--- src/rtl/lenet_pkg.sv ---
// Shared sizing and sequencer state encoding for the LeNet accelerator layer stages.
package lenet_pkg;
  localparam int TOTAL  = 2 * 28 * 28;
  localparam int ADDR_W = $clog2(TOTAL);
  localparam int CNT_W  = $clog2(TOTAL + 1);

  typedef enum logic [1:0] {
    IDLE  = 2'd0,
    RUN   = 2'd1,
    DRAIN = 2'd2,
    DONE  = 2'd3
  } seq_state_t;
endpackage

--- src/rtl/relu_skid_fifo.sv ---
// Two-entry FIFO of {address, data} pairs decoupling the fixed-latency read
// return path from the backpressured write port.
module relu_skid_fifo #(
  parameter int AW = 11,
  parameter int DW = 32
) (
  input  logic          clk,
  input  logic          rst,
  input  logic          push,
  input  logic [AW-1:0] push_addr,
  input  logic [DW-1:0] push_data,
  input  logic          pop,
  output logic [AW-1:0] head_addr,
  output logic [DW-1:0] head_data,
  output logic [1:0]    count,
  output logic          empty,
  output logic          full
);
  logic [AW-1:0] addr_mem_r [2];
  logic [DW-1:0] data_mem_r [2];
  logic          wr_ptr_r;
  logic          rd_ptr_r;
  logic [1:0]    count_r;

  // Storage, pointers and occupancy; a simultaneous push and pop keeps the count.
  always_ff @(posedge clk) begin
    if (rst) begin
      addr_mem_r[0] <= {AW{1'b0}};
      addr_mem_r[1] <= {AW{1'b0}};
      data_mem_r[0] <= {DW{1'b0}};
      data_mem_r[1] <= {DW{1'b0}};
      wr_ptr_r      <= 1'b0;
      rd_ptr_r      <= 1'b0;
      count_r       <= 2'd0;
    end else begin
      if (push) begin
        addr_mem_r[wr_ptr_r] <= push_addr;
        data_mem_r[wr_ptr_r] <= push_data;
        wr_ptr_r             <= ~wr_ptr_r;
      end
      if (pop) begin
        rd_ptr_r <= ~rd_ptr_r;
      end
      case ({push, pop})
        2'b10:   count_r <= count_r + 2'd1;
        2'b01:   count_r <= count_r - 2'd1;
        default: count_r <= count_r;
      endcase
    end
  end

  assign head_addr = addr_mem_r[rd_ptr_r];
  assign head_data = data_mem_r[rd_ptr_r];
  assign count     = count_r;
  assign empty     = (count_r == 2'd0);
  assign full      = (count_r == 2'd2);
endmodule

--- src/rtl/relu_layer_1_sequencer.sv ---
// Streams the layer-1 conv feature map through a ReLU into the activation buffer,
// one element per cycle, counting clamped elements for sparsity statistics.
module relu_layer_1_sequencer
  import lenet_pkg::*;
#(
  parameter int bitwidth = 32,
  parameter int CHANNELS = 2,
  parameter int HEIGHT   = 28,
  parameter int WIDTH    = 28
) (
  input  logic                clk,
  input  logic                rst,
  input  logic                start,
  output logic                busy,
  output logic                done,
  output logic                rd_en,
  output logic [ADDR_W-1:0]   rd_addr,
  input  logic [bitwidth-1:0] rd_data,
  output logic                wr_en,
  input  logic                wr_ready,
  output logic [ADDR_W-1:0]   wr_addr,
  output logic [bitwidth-1:0] wr_data,
  output logic [CNT_W-1:0]    zero_count
);
  localparam logic [ADDR_W-1:0] LAST_ADDR = ADDR_W'(CHANNELS * HEIGHT * WIDTH - 1);

  seq_state_t          state_r;
  seq_state_t          state_nxt_s;
  logic [ADDR_W-1:0]   rd_addr_r;
  logic [ADDR_W-1:0]   ret_addr_r;
  logic                inflight_r;
  logic [CNT_W-1:0]    zero_count_r;
  logic                push_s;
  logic                pop_s;
  logic                clamp_s;
  logic [bitwidth-1:0] relu_s;
  logic [1:0]          fifo_count_s;
  logic                empty_s;
  logic                full_s;
  logic                room_s;

  assign push_s  = inflight_r;
  assign pop_s   = wr_en && wr_ready;
  assign clamp_s = rd_data[bitwidth-1];
  assign relu_s  = clamp_s ? {bitwidth{1'b0}} : rd_data;
  assign wr_en   = !empty_s;

  // Fewer than two elements buffered or in flight; a full FIFO never has a read in flight.
  assign room_s = !full_s && !((fifo_count_s == 2'd1) && inflight_r);

  relu_skid_fifo #(
    .AW (ADDR_W),
    .DW (bitwidth)
  ) u_fifo (
    .clk       (clk),
    .rst       (rst),
    .push      (push_s),
    .push_addr (ret_addr_r),
    .push_data (relu_s),
    .pop       (pop_s),
    .head_addr (wr_addr),
    .head_data (wr_data),
    .count     (fifo_count_s),
    .empty     (empty_s),
    .full      (full_s)
  );

  // Next-state and read-issue decode.
  always_comb begin
    state_nxt_s = state_r;
    rd_en       = 1'b0;
    case (state_r)
      IDLE: begin
        if (start) state_nxt_s = RUN;
        else       state_nxt_s = IDLE;
      end
      RUN: begin
        rd_en = room_s || pop_s;
        if (rd_en && (rd_addr_r == LAST_ADDR)) state_nxt_s = DRAIN;
        else                                   state_nxt_s = RUN;
      end
      DRAIN: begin
        // Finish on the cycle whose handshake empties the pipeline.
        if (!inflight_r && (empty_s || ((fifo_count_s == 2'd1) && pop_s))) state_nxt_s = DONE;
        else                                                            state_nxt_s = DRAIN;
      end
      DONE: begin
        state_nxt_s = IDLE;
      end
      default: begin
        state_nxt_s = IDLE;
      end
    endcase
  end

  // State, read address, return-path tracking and clamp counter.
  always_ff @(posedge clk) begin
    if (rst) begin
      state_r      <= IDLE;
      rd_addr_r    <= {ADDR_W{1'b0}};
      ret_addr_r   <= {ADDR_W{1'b0}};
      inflight_r   <= 1'b0;
      zero_count_r <= {CNT_W{1'b0}};
    end else begin
      state_r    <= state_nxt_s;
      inflight_r <= rd_en;
      if (rd_en) begin
        ret_addr_r <= rd_addr_r;
      end
      if ((state_r == IDLE) && start) begin
        rd_addr_r    <= {ADDR_W{1'b0}};
        zero_count_r <= {CNT_W{1'b0}};
      end else begin
        if (rd_en && (rd_addr_r != LAST_ADDR)) begin
          rd_addr_r <= rd_addr_r + ADDR_W'(1);
        end
        if (push_s && clamp_s) begin
          zero_count_r <= zero_count_r + CNT_W'(1);
        end
      end
    end
  end

  assign busy       = (state_r == RUN) || (state_r == DRAIN);
  assign done       = (state_r == DONE);
  assign rd_addr    = rd_addr_r;
  assign zero_count = zero_count_r;
endmodule

--- config.mk ---
export PLATFORM = sky130hd
export DESIGN_NAME = relu_layer_1_sequencer
export DESIGN_NICKNAME = d
export VERILOG_FILES = /design/src/rtl/lenet_pkg.sv /design/src/rtl/relu_skid_fifo.sv /design/src/rtl/relu_layer_1_sequencer.sv
export SDC_FILE = /design/constraint.sdc
export NUM_CORES = 1
export LEC_CHECK = 0
export BUFFER_PORTS_ARGS = -buffer_cell sky130_fd_sc_hd__buf_2
export CORE_AREA = 2 2 142 144
export CTS_CLUSTER_SIZE = 10
export DETAILED_ROUTE_END_ITERATION = 8
export DIE_AREA = 0 0 144 146
export PLACE_DENSITY = 0.51
export SYNTH_ARGS = -nofsm -noshare
export SYNTH_HDL_FRONTEND = slang
export SYNTH_HIERARCHICAL = 1
export SYNTH_SLANG_ARGS = --single-unit
--- constraint.sdc ---
create_clock -name clk -period 2.3 [get_ports clk]
set_clock_uncertainty 0.1 [all_clocks]
set_input_delay 0.115 -clock clk [delete_from_list [all_inputs] [get_ports clk]]
set_output_delay 0.115 -clock clk [all_outputs]
set_load 0.01 [all_outputs]
# Yosys cells after proc, flatten, opt, wreduce, memory -nomap -nowiden
# Memory sizes are Yosys's and may differ from the RTL's. A register that Yosys moved wholly into a read port is not among the register bits.
# Cells that the tools add are included.
[totals] register_bits=40 ram_bits=84 inputBits=36 out_inout_bits=69 memories=2
[op_classes] addsub=4 n_eq_ne=9 mux=22 bitwise=2 reduce_logical=22
[memory_table] memory="u_fifo.data_mem_r" depth=2 word_bits=31 rd=1 rd_clocked_by_memory_dff=1 wr=2 line_no="relu_skid_fifo.sv:20" rtl="logic [DW-1:0] data_mem_r [2];"
[memory_table] memory="u_fifo.addr_mem_r" depth=2 word_bits=11 rd=1 rd_clocked_by_memory_dff=1 wr=2 line_no="relu_skid_fifo.sv:19" rtl="logic [AW-1:0] addr_mem_r [2];"
[op_table] op="31-bit two-way mux" n=2
[op_table] op="31-bit OR reduction" n=1
[op_table] op="11-bit by 1-bit adder with 11-bit output, second input constant" n=2
[op_table] op="1-bit two-way mux" n=16
[op_table] op="11-bit equality test, second input constant" n=1
[op_table] op="11-bit two-way mux" n=1
[op_table] op="11-bit != test, second input constant" n=1
[op_table] op="11-bit OR reduction" n=1
[op_table] op="1-bit logical AND" n=9
[op_table] op="2-bit equality test, second input constant" n=4
[op_table] op="2-bit one-hot mux with 4 select lines" n=1
[op_table] op="2-bit by 1-bit equality test with 1-bit output, second input constant" n=3
[op_table] op="1-bit zero test" n=4
[op_table] op="2-bit zero test" n=2
[op_table] op="2-bit one-hot mux with 2 select lines" n=1
[op_table] op="1-bit logical OR" n=3
[op_table] op="2-bit by 1-bit adder with 2-bit output, second input constant" n=1
[op_table] op="2-bit two-way mux" n=1
[op_table] op="1-bit NOT" n=2
[op_table] op="2-bit nonzero test" n=1
[op_table] op="2-bit OR reduction" n=1
[op_table] op="2-bit by 1-bit subtractor with 2-bit output, second input constant" n=1

# Longest topological paths before layout
# Gate-level depths: netlist of run 1.
[logic_depth] depth_word=8 depth_mapped=8 depth_no_buf=7

# By module
# Netlist of run 1, hierarchy kept.
[modules_own_cells] module="relu_skid_fifo" n_inst=1 cells_per_inst=301 area_per_inst_um2=3956.3 seq_area_each_um2=2682.6
[modules_own_cells] module="relu_layer_1_sequencer" n_inst=1 cells_per_inst=222 area_per_inst_um2=1803.0 seq_area_each_um2=720.7

# Worst setup path before layout of run 1
# No wires, ideal clock.
[synth_path] path_kind="flip-flop to flip-flop" from="register inflight_r" to="memory u_fifo.addr_mem_r[0][0], enable pin" setup_ns=0.407 t_arrival_ns=1.648 required_time_ns=1.793 path_slack_ns=0.144 path_stages_with_launch=4 n_path_buf=1 period_less_slack_ns=2.156 path_cell_list="dfxtp_1 nand2b_1 buf_2 nand2b_1"
[synth_rtl] element="from (decl)" line_no="relu_layer_1_sequencer.sv:31" rtl="logic inflight_r;"
[synth_rtl] element="from (signal assigned)" line_no="relu_layer_1_sequencer.sv:106" rtl="inflight_r <= rd_en;"
[synth_rtl] element="to (decl)" line_no="relu_skid_fifo.sv:19"

# Worst setup path after layout of run 1
[layout_path] from="register u_fifo.count_r[0], in the netlist u_fifo/count[0]" to="output rd_en"
[layout_rtl] element="from (decl)" line_no="relu_skid_fifo.sv:23" rtl="logic [1:0] count_r;"
[layout_rtl] element="from (signal assigned)" line_no="relu_skid_fifo.sv:45" rtl="2'b10: count_r <= count_r + 2'd1;"
[layout_rtl] element="from (signal assigned)" line_no="relu_skid_fifo.sv:46" rtl="2'b01: count_r <= count_r - 2'd1;"
[layout_rtl] element="from (signal assigned)" line_no="relu_skid_fifo.sv:47" rtl="default: count_r <= count_r;"
[layout_rtl] element="2-bit zero test" line_no="relu_skid_fifo.sv:55" rtl="assign empty = (count_r == 2'd0);"
[layout_rtl] element="named net empty_s" line_no="relu_layer_1_sequencer.sv:38" rtl="logic empty_s;"
[layout_rtl] element="1-bit zero test" line_no="relu_layer_1_sequencer.sv:46" rtl="assign wr_en = !empty_s;"
[layout_rtl] element="1-bit logical AND" line_no="relu_layer_1_sequencer.sv:43" rtl="assign pop_s = wr_en && wr_ready;"
[layout_rtl] element="named net pop_s" line_no="relu_layer_1_sequencer.sv:34" rtl="logic pop_s;"
[layout_rtl] element="1-bit logical OR" line_no="relu_layer_1_sequencer.sv:78" rtl="rd_en = room_s || pop_s;"
[layout_rtl] element="1-bit two-way mux" line_no="relu_layer_1_sequencer.sv:72" rtl="case (state_r)"
[layout_rtl] element="to (decl)" line_no="relu_layer_1_sequencer.sv:16" rtl="output logic rd_en,"
# The timed path passes the listed nets, and every way through them passes these cells.

==> flow_metrics.env, run 1 <==
export IMPL_outcome="complete, no violations"
export IMPL_drc=0
export IMPL_rsz0062_at_grt="false"
export IMPL_antenna_found_initial=0
export IMPL_yosys_top_cells_area="edfxtp_1 45%, dfxtp_1 14%, mux2_2 8.4%, nor2_1 7.2%, nand2b_1 5.0%"
export IMPL_grt_pass1_vias=4152
export IMPL_use_met1=0.1728
export IMPL_ys_seq_area_frac=0.5909
export IMPL_crit_chain="nor2_1, nor2b_1, o21bai_4, nand2_1, clkinvlp_4, buf_2"
export IMPL_relSlewSlack=0.4864
export IMPL_hold_depth=4
export IMPL_top_usage_layer="met2"
export IMPL_routed_via_density=4.460
export IMPL_cap_viol_max_count=0
export IMPL_cts_root_buffer="clkbuf_16"
export IMPL_overflow=0
export IMPL_yosys_warnings=6
export IMPL_cp_num_buf_inv=2
export IMPL_hpwl_mm=8.447
export IMPL_fin_crit_ps=2118
export IMPL_fmax_ghz=0.4721
export IMPL_cts_buffers=17
export IMPL_cp_depth=6
export IMPL_fp_row_count=51
export IMPL_ioPinCount=105
export IMPL_cts_tree="done"
export IMPL_critical_path_slowest_cell="dfxtp_1"
export IMPL_fin_setup_tns_ps=0
export IMPL_cts_htree_levels=4
export IMPL_hold_path_class="primary input to register"
export IMPL_syn_num_nets=567
export IMPL_num_nets_final=676
export IMPL_ys_seq_elements=127
export IMPL_synth_area_leader_cell="edfxtp_1"
export IMPL_post_drt_wl_per_cell_um=14.85
export IMPL_grt_max_degree=51
export IMPL_synth_cell_type_count=35
export IMPL_p_per_area_mw_per_mm2=821.4
export IMPL_avgSynthCellArea_um2=11.01
export IMPL_area_growth_pct=24.57
export IMPL_crit_path_max_incr_delay_ps=430
export IMPL_worstSetupPathType="register to output pin"
export IMPL_die_w_um=144
export IMPL_cts_sinks=127
export IMPL_drt_iter0_markers=238
export IMPL_ir_worst_vdd_mv=0.5354
export IMPL_power_mw=5.893
export IMPL_setup_viol_count_final=0
export IMPL_maxSlewViolCount=0
export IMPL_ant_nets=0
export IMPL_syn_inst=523
export IMPL_start_util=0.2979
export IMPL_fp_dieArea_mm2=0.02102
export IMPL_cp_required_ps=2090
export IMPL_fillers=1936
export IMPL_drt_first_pass_iters=4
export IMPL_port_buffers=104
export IMPL_clkTransAtPathRegs_ps=60
export IMPL_syn_area_mm2=0.005759
export IMPL_finalWirelength_mm=13.51
export IMPL_start_kind="register"
export IMPL_use_met3=0.04278
export IMPL_period_share=0.9210
export IMPL_worst_pin_slew_ps=770.5
export IMPL_diodes=0
export IMPL_place_gp_congestion=0.7407
export IMPL_grt_usage=0.1328
export IMPL_holdWs_ps=55.25
export IMPL_grt_pass1_wl_mm=21.51
export IMPL_reg2reg_depth=6
export IMPL_arrival_ps=1900
export IMPL_fp_dieH_um=146
export IMPL_power_leakage_nw=2.704
export IMPL_drive_above_1_share=0.3023
export IMPL_crit_family="simple AND/OR/NAND/NOR gates"
export IMPL_hold_violations=0
export IMPL_met2_usage=0.2126
export IMPL_via_count=4059
export IMPL_clock_latency_ps=410
export IMPL_worst_path_max_fanout=10
export IMPL_core_area_mm2=0.01933
export IMPL_endpoint_kind="output pin"
export IMPL_synth_top_area_share=0.4484
export IMPL_clockBufferDepth=2
-- Yosys cell counts --
cell and n:
or3_1 8, and2b_2 1, ha_1 8, mux2i_1 1, clkbuf_2 1, dfxtp_1 41
nand3_4 1, nand3_1 8, nand3b_1 1, o21bai_4 1, mux2_2 43, nor3_1 1
clkbuf_1 15, a31oi_1 1, nand4_1 9, and3b_4 1, o21ai_0 8, xor2_1 11
inv_1 9, nand2_1 33, nand2b_1 46, nor2_1 110, nand4_2 1, and4_1 2
nor2b_1 32, buf_4 1, a221oi_1 1, a21o_1 1, a21oi_1 21, conb_1 1
edfxtp_1 86, buf_2 11, xnor2_1 6, and3_1 1, nor4_1 1
-- cells by family after synthesis --
| group | Yosys count | synth area share |
|---|---|---|
| AND/OR/NAND/NOR | 256 | 0.2196 |
| XOR/XNOR | 17 | 0.02585 |
| buffers and inverters | 37 | 0.02737 |
| other | 1 | 0.0006511 |
| multiplexers | 44 | 0.08581 |
| adder cells (fa/ha/maj) | 8 | 0.01738 |
| flip-flops | 127 | 0.5909 |
| AO/OA/AOI/OAI | 33 | 0.03237 |
-- final timing paths --
check / from / slack [ps] / to
worst min register to register: ret_addr_r[2] / 350 / ret_addr_r[2]
worst min-delay path: rd_data[2] / 60 / u_fifo/data_mem_r[1][2]
worst max register to register: rd_addr[0] / 420 / rd_addr[7]
worst max-delay path: u_fifo/count[0] / 180 / rd_en
-- tightest hold or removal path, delay by kind of cell --
kind / cells / cell delay, ps
AND/OR/NAND/NOR: 3 / 260
buffers and inverters: 1 / 80
-- per-stage QoR --
step                      cells  setup slack, ps  cell area [um^2]  utilization
after floorplan             523            144.3              5759            -
after global placement      875            474.2              6619       0.3423
after detailed placement    875            439.7              6619       0.3423
after CTS                   908            29.26              7156       0.3701
after global routing        910            2.433              7174       0.3711
final                       910            181.8              7174       0.3711
-- cells in the final DEF, fill, tap and decap left out, types with 17 or more instances in the layout --
cell and instances:
a21oi_1 21, buf_2 104, clkbuf_16 17, dfxtp_1 40, edfxtp_1 86, mux2_2 43, nand2_1 32, nand2b_1 43
nor2_1 110, nor2b_1 32
-- where the power goes --
group | total (mW) | switching (mW) | internal, mW
combinational | 0.848 | 0.459 | 0.390
sequential | 2.61 | 0.0659 | 2.54
clock | 2.43 | 0.938 | 1.50
-- flip-flops by register name, summed over array words and instances, names as in the netlist, named ones only --
name and cells:
u_fifo/wr_ptr_r 1, zero_count 11, u_fifo/count 2, state_r 1, rd_addr 11, ret_addr_r 11
u_fifo/data_mem_r 64, u_fifo/addr_mem_r 22, inflight_r 1, u_fifo/rd_ptr_r 1
-- layout make-up --
type                            count  area (um^2)  area share
Inverter                            9        37.54    0.005232
Clock buffer                       23        457.9     0.06383
Clock inverter                      9        68.82    0.009592
Multi-Input combinational cell    359         2208      0.3078
Timing Repair Buffer              118        665.6     0.09278
Tap cell                          265        331.6     0.04622
Sequential cell                   127         3405      0.4745
-- metal layers --
layer | wire length [um] | vias up
met2 | 6288 | 110
met3 | 813 | 9
met5 | 0 | -
met1 | 6296 | 1944
li1 | - | 1996
met4 | 116 | 0
-- what timing repair did --
action,in CTS,in global routing
endpoints found under the setup margin,0,1
hold endpoints to repair,1,0
gates resized for setup,0,1
buffers inserted,0,2
hold buffers,1,0
Note: power is estimated with default switching activity, not from simulation.
==> run 2: changes to the inputs <==
--- a/config.mk
+++ b/config.mk
@@ -11,6 +11,7 @@
 export DETAILED_ROUTE_END_ITERATION = 8
 export DIE_AREA = 0 0 144 146
 export PLACE_DENSITY = 0.51
+export RECOVER_POWER = 25
 export SYNTH_ARGS = -nofsm -noshare
 export SYNTH_HDL_FRONTEND = slang
 export SYNTH_HIERARCHICAL = 1
==> run 2 against run 1 <==
  * Combinational power down 0.5%
  * Cell count unchanged
  * Clock power about the same
  * Worst hold slack better by 2.1 ps
  * Flip-flop and latch count unchanged
  * Setup slack better by 3.9 ps
  * Count of clock-buffer cells in the layout unchanged
  * Power about the same
  * Critical path type unchanged
  * Largest power group unchanged
==> flow_metrics.env, run 2 (synthesis results as in run 1) <==
export IMPL_drc=0
export IMPL_reg2reg_depth=3
export IMPL_cts_root_buffer="clkbuf_16"
export IMPL_clkTransAtPathRegs_ps=60
export IMPL_cp_required_ps=2090
export IMPL_fin_crit_ps=2114
export IMPL_hold_depth=4
export IMPL_fp_row_count=51
export IMPL_place_gp_congestion=0.7407
export IMPL_grt_pass1_wl_mm=21.51
export IMPL_grt_usage=0.1328
export IMPL_period_share=0.9193
export IMPL_post_drt_wl_per_cell_um=14.79
export IMPL_ioPinCount=105
export IMPL_cts_buffers=17
export IMPL_cts_sinks=127
export IMPL_r2r_slack_ps=290
export IMPL_finalWirelength_mm=13.46
export IMPL_hold_end="u_fifo/data_mem_r[1][2]"
export IMPL_grt_max_degree=51
export IMPL_overflow=0
export IMPL_routed_via_density=4.456
export IMPL_pre_cts_slack_ps=439.7
export IMPL_layout_common_cells="110 x nor2_1, 86 x edfxtp_1, 80 x buf_2"
export IMPL_drt_iter0_markers=232
export IMPL_worst_pin_slew_ps=1113
export IMPL_hp_start="rd_data[2]"
export IMPL_worst_path_max_fanout=10
export IMPL_power_leakage_nw=2.598
export IMPL_multi_input_area_mm2=0.002203
export IMPL_area_growth_pct=23.88
export IMPL_r2r_end="u_fifo/addr_mem_r[1][6]"
export IMPL_power_mw=5.888
export IMPL_endpoint_kind="output pin"
export IMPL_drive_above_1_share=0.2620
export IMPL_via_count=4055
export IMPL_fillers=1945
export IMPL_arrival_ps=1900
export IMPL_diodes=0
export IMPL_start_util=0.2979
export IMPL_ant_nets=0
export IMPL_regMostFlops="u_fifo/data_mem_r"
export IMPL_rr_startpoint="inflight_r"
export IMPL_cts_tree="done"
export IMPL_cts_htree_levels=4
export IMPL_seqCellArea_mm2=0.003405
export IMPL_maxSlewViolCount=0
export IMPL_hpwl_mm=8.447
export IMPL_start_kind="register"
export IMPL_fp_dieArea_mm2=0.02102
export IMPL_setup_viol_count_final=0
export IMPL_fmax_ghz=0.4730
export IMPL_grt_pass1_vias=4152
export IMPL_ir_worst_vdd_mv=0.5253
export IMPL_core_area_mm2=0.01933
export IMPL_relSlewSlack=0.2578
export IMPL_worstSetupPathType="register to output pin"
export IMPL_cap_viol_max_count=0
export IMPL_port_buffers=104
export IMPL_fp_dieH_um=146
export IMPL_reg_top3="u_fifo/data_mem_r (64), u_fifo/addr_mem_r (22)"
export IMPL_fin_setup_tns_ps=0
export IMPL_clock_latency_ps=410
export IMPL_clockBufferDepth=2
export IMPL_hold_path_class="primary input to register"
export IMPL_largest_reg_flops=64
export IMPL_rsz0062_at_grt="false"
export IMPL_hold_violations=0
export IMPL_fin_ws_ps=185.6
export IMPL_die_w_um=144
export IMPL_p_per_area_mw_per_mm2=825.3
export IMPL_drt_first_pass_iters=5
export IMPL_num_nets_final=676
export IMPL_antenna_found_initial=0
export IMPL_outcome="complete, no violations"
export IMPL_final_common_cell="nor2_1"
[run 2: changes by cell type in the layout (fill, tap and decap cells not counted), sizes merged]
| cell | change |
|---|---|
| buf | -26 |
| clkbuf | +26 |
[run 2: area by class of cell]
| cell class | count | area share |
|---|---|---|
| clock buffer | 23 | 0.06419 |
| clock inverter | 9 | 0.009646 |
| inverter | 9 | 0.005261 |
| multi-input combinational | 359 | 0.3088 |
| sequential | 127 | 0.4772 |
| tap | 265 | 0.04647 |
| timing repair buffer | 118 | 0.08839 |
[run 2: repair_timing]
item                       in CTS  in global routing
setup endpoints to repair       0                  1
resized for setup               0                  1
hold buffers                    1                  0
buffers inserted                0                  2
hold endpoints to repair        1                  0
[run 2: power breakdown]
group	internal, mW	total, mW	switching (mW)	leakage [nW]
Clock	1.50	2.43	0.936	0.262
Sequential	2.54	2.61	0.0659	1.23
Combinational	0.385	0.844	0.459	1.11
[run 2: worst max path at each step]
stage                               to       startpoint
6_report                         rd_en  u_fifo/count[0]
5_1_grt                          rd_en  u_fifo/count[0]
4_1_cts                          rd_en  u_fifo/count[0]
3_5_place_dp                rd_addr[4]       rd_addr[0]
3_3_place_gp                rd_addr[7]       rd_addr[0]
2_1_floorplan  u_fifo/addr_mem_r[0][0]       inflight_r
[run 2: through the flow]
stage                       util  cell area [um^2]  instances  hold WS (ps)
after floorplan                -              5759        523         84.07
after global placement    0.3423              6619        875         304.8
after detailed placement  0.3423              6619        875         300.8
after CTS                 0.3701              7156        908         41.72
after global routing      0.3690              7134        910         76.21
final                     0.3690              7134        910         57.31
[run 2: metal layers]
layer	track usage	wire length, um	vias to the layer above
met5	0	0	-
met4	0.03529	55	0
met3	0.04278	723	4
met2	0.2126	6337	103
met1	0.1728	6346	1952
li1	-	-	1996
[run 2: critical path, cell delays in order (launching register included)]
cell and delay, ps:
dfxtp_1 430, nor2_1 90, nor2b_1 230, o21bai_4 230
nand2_1 160, clkinvlp_4 200, buf_2 160
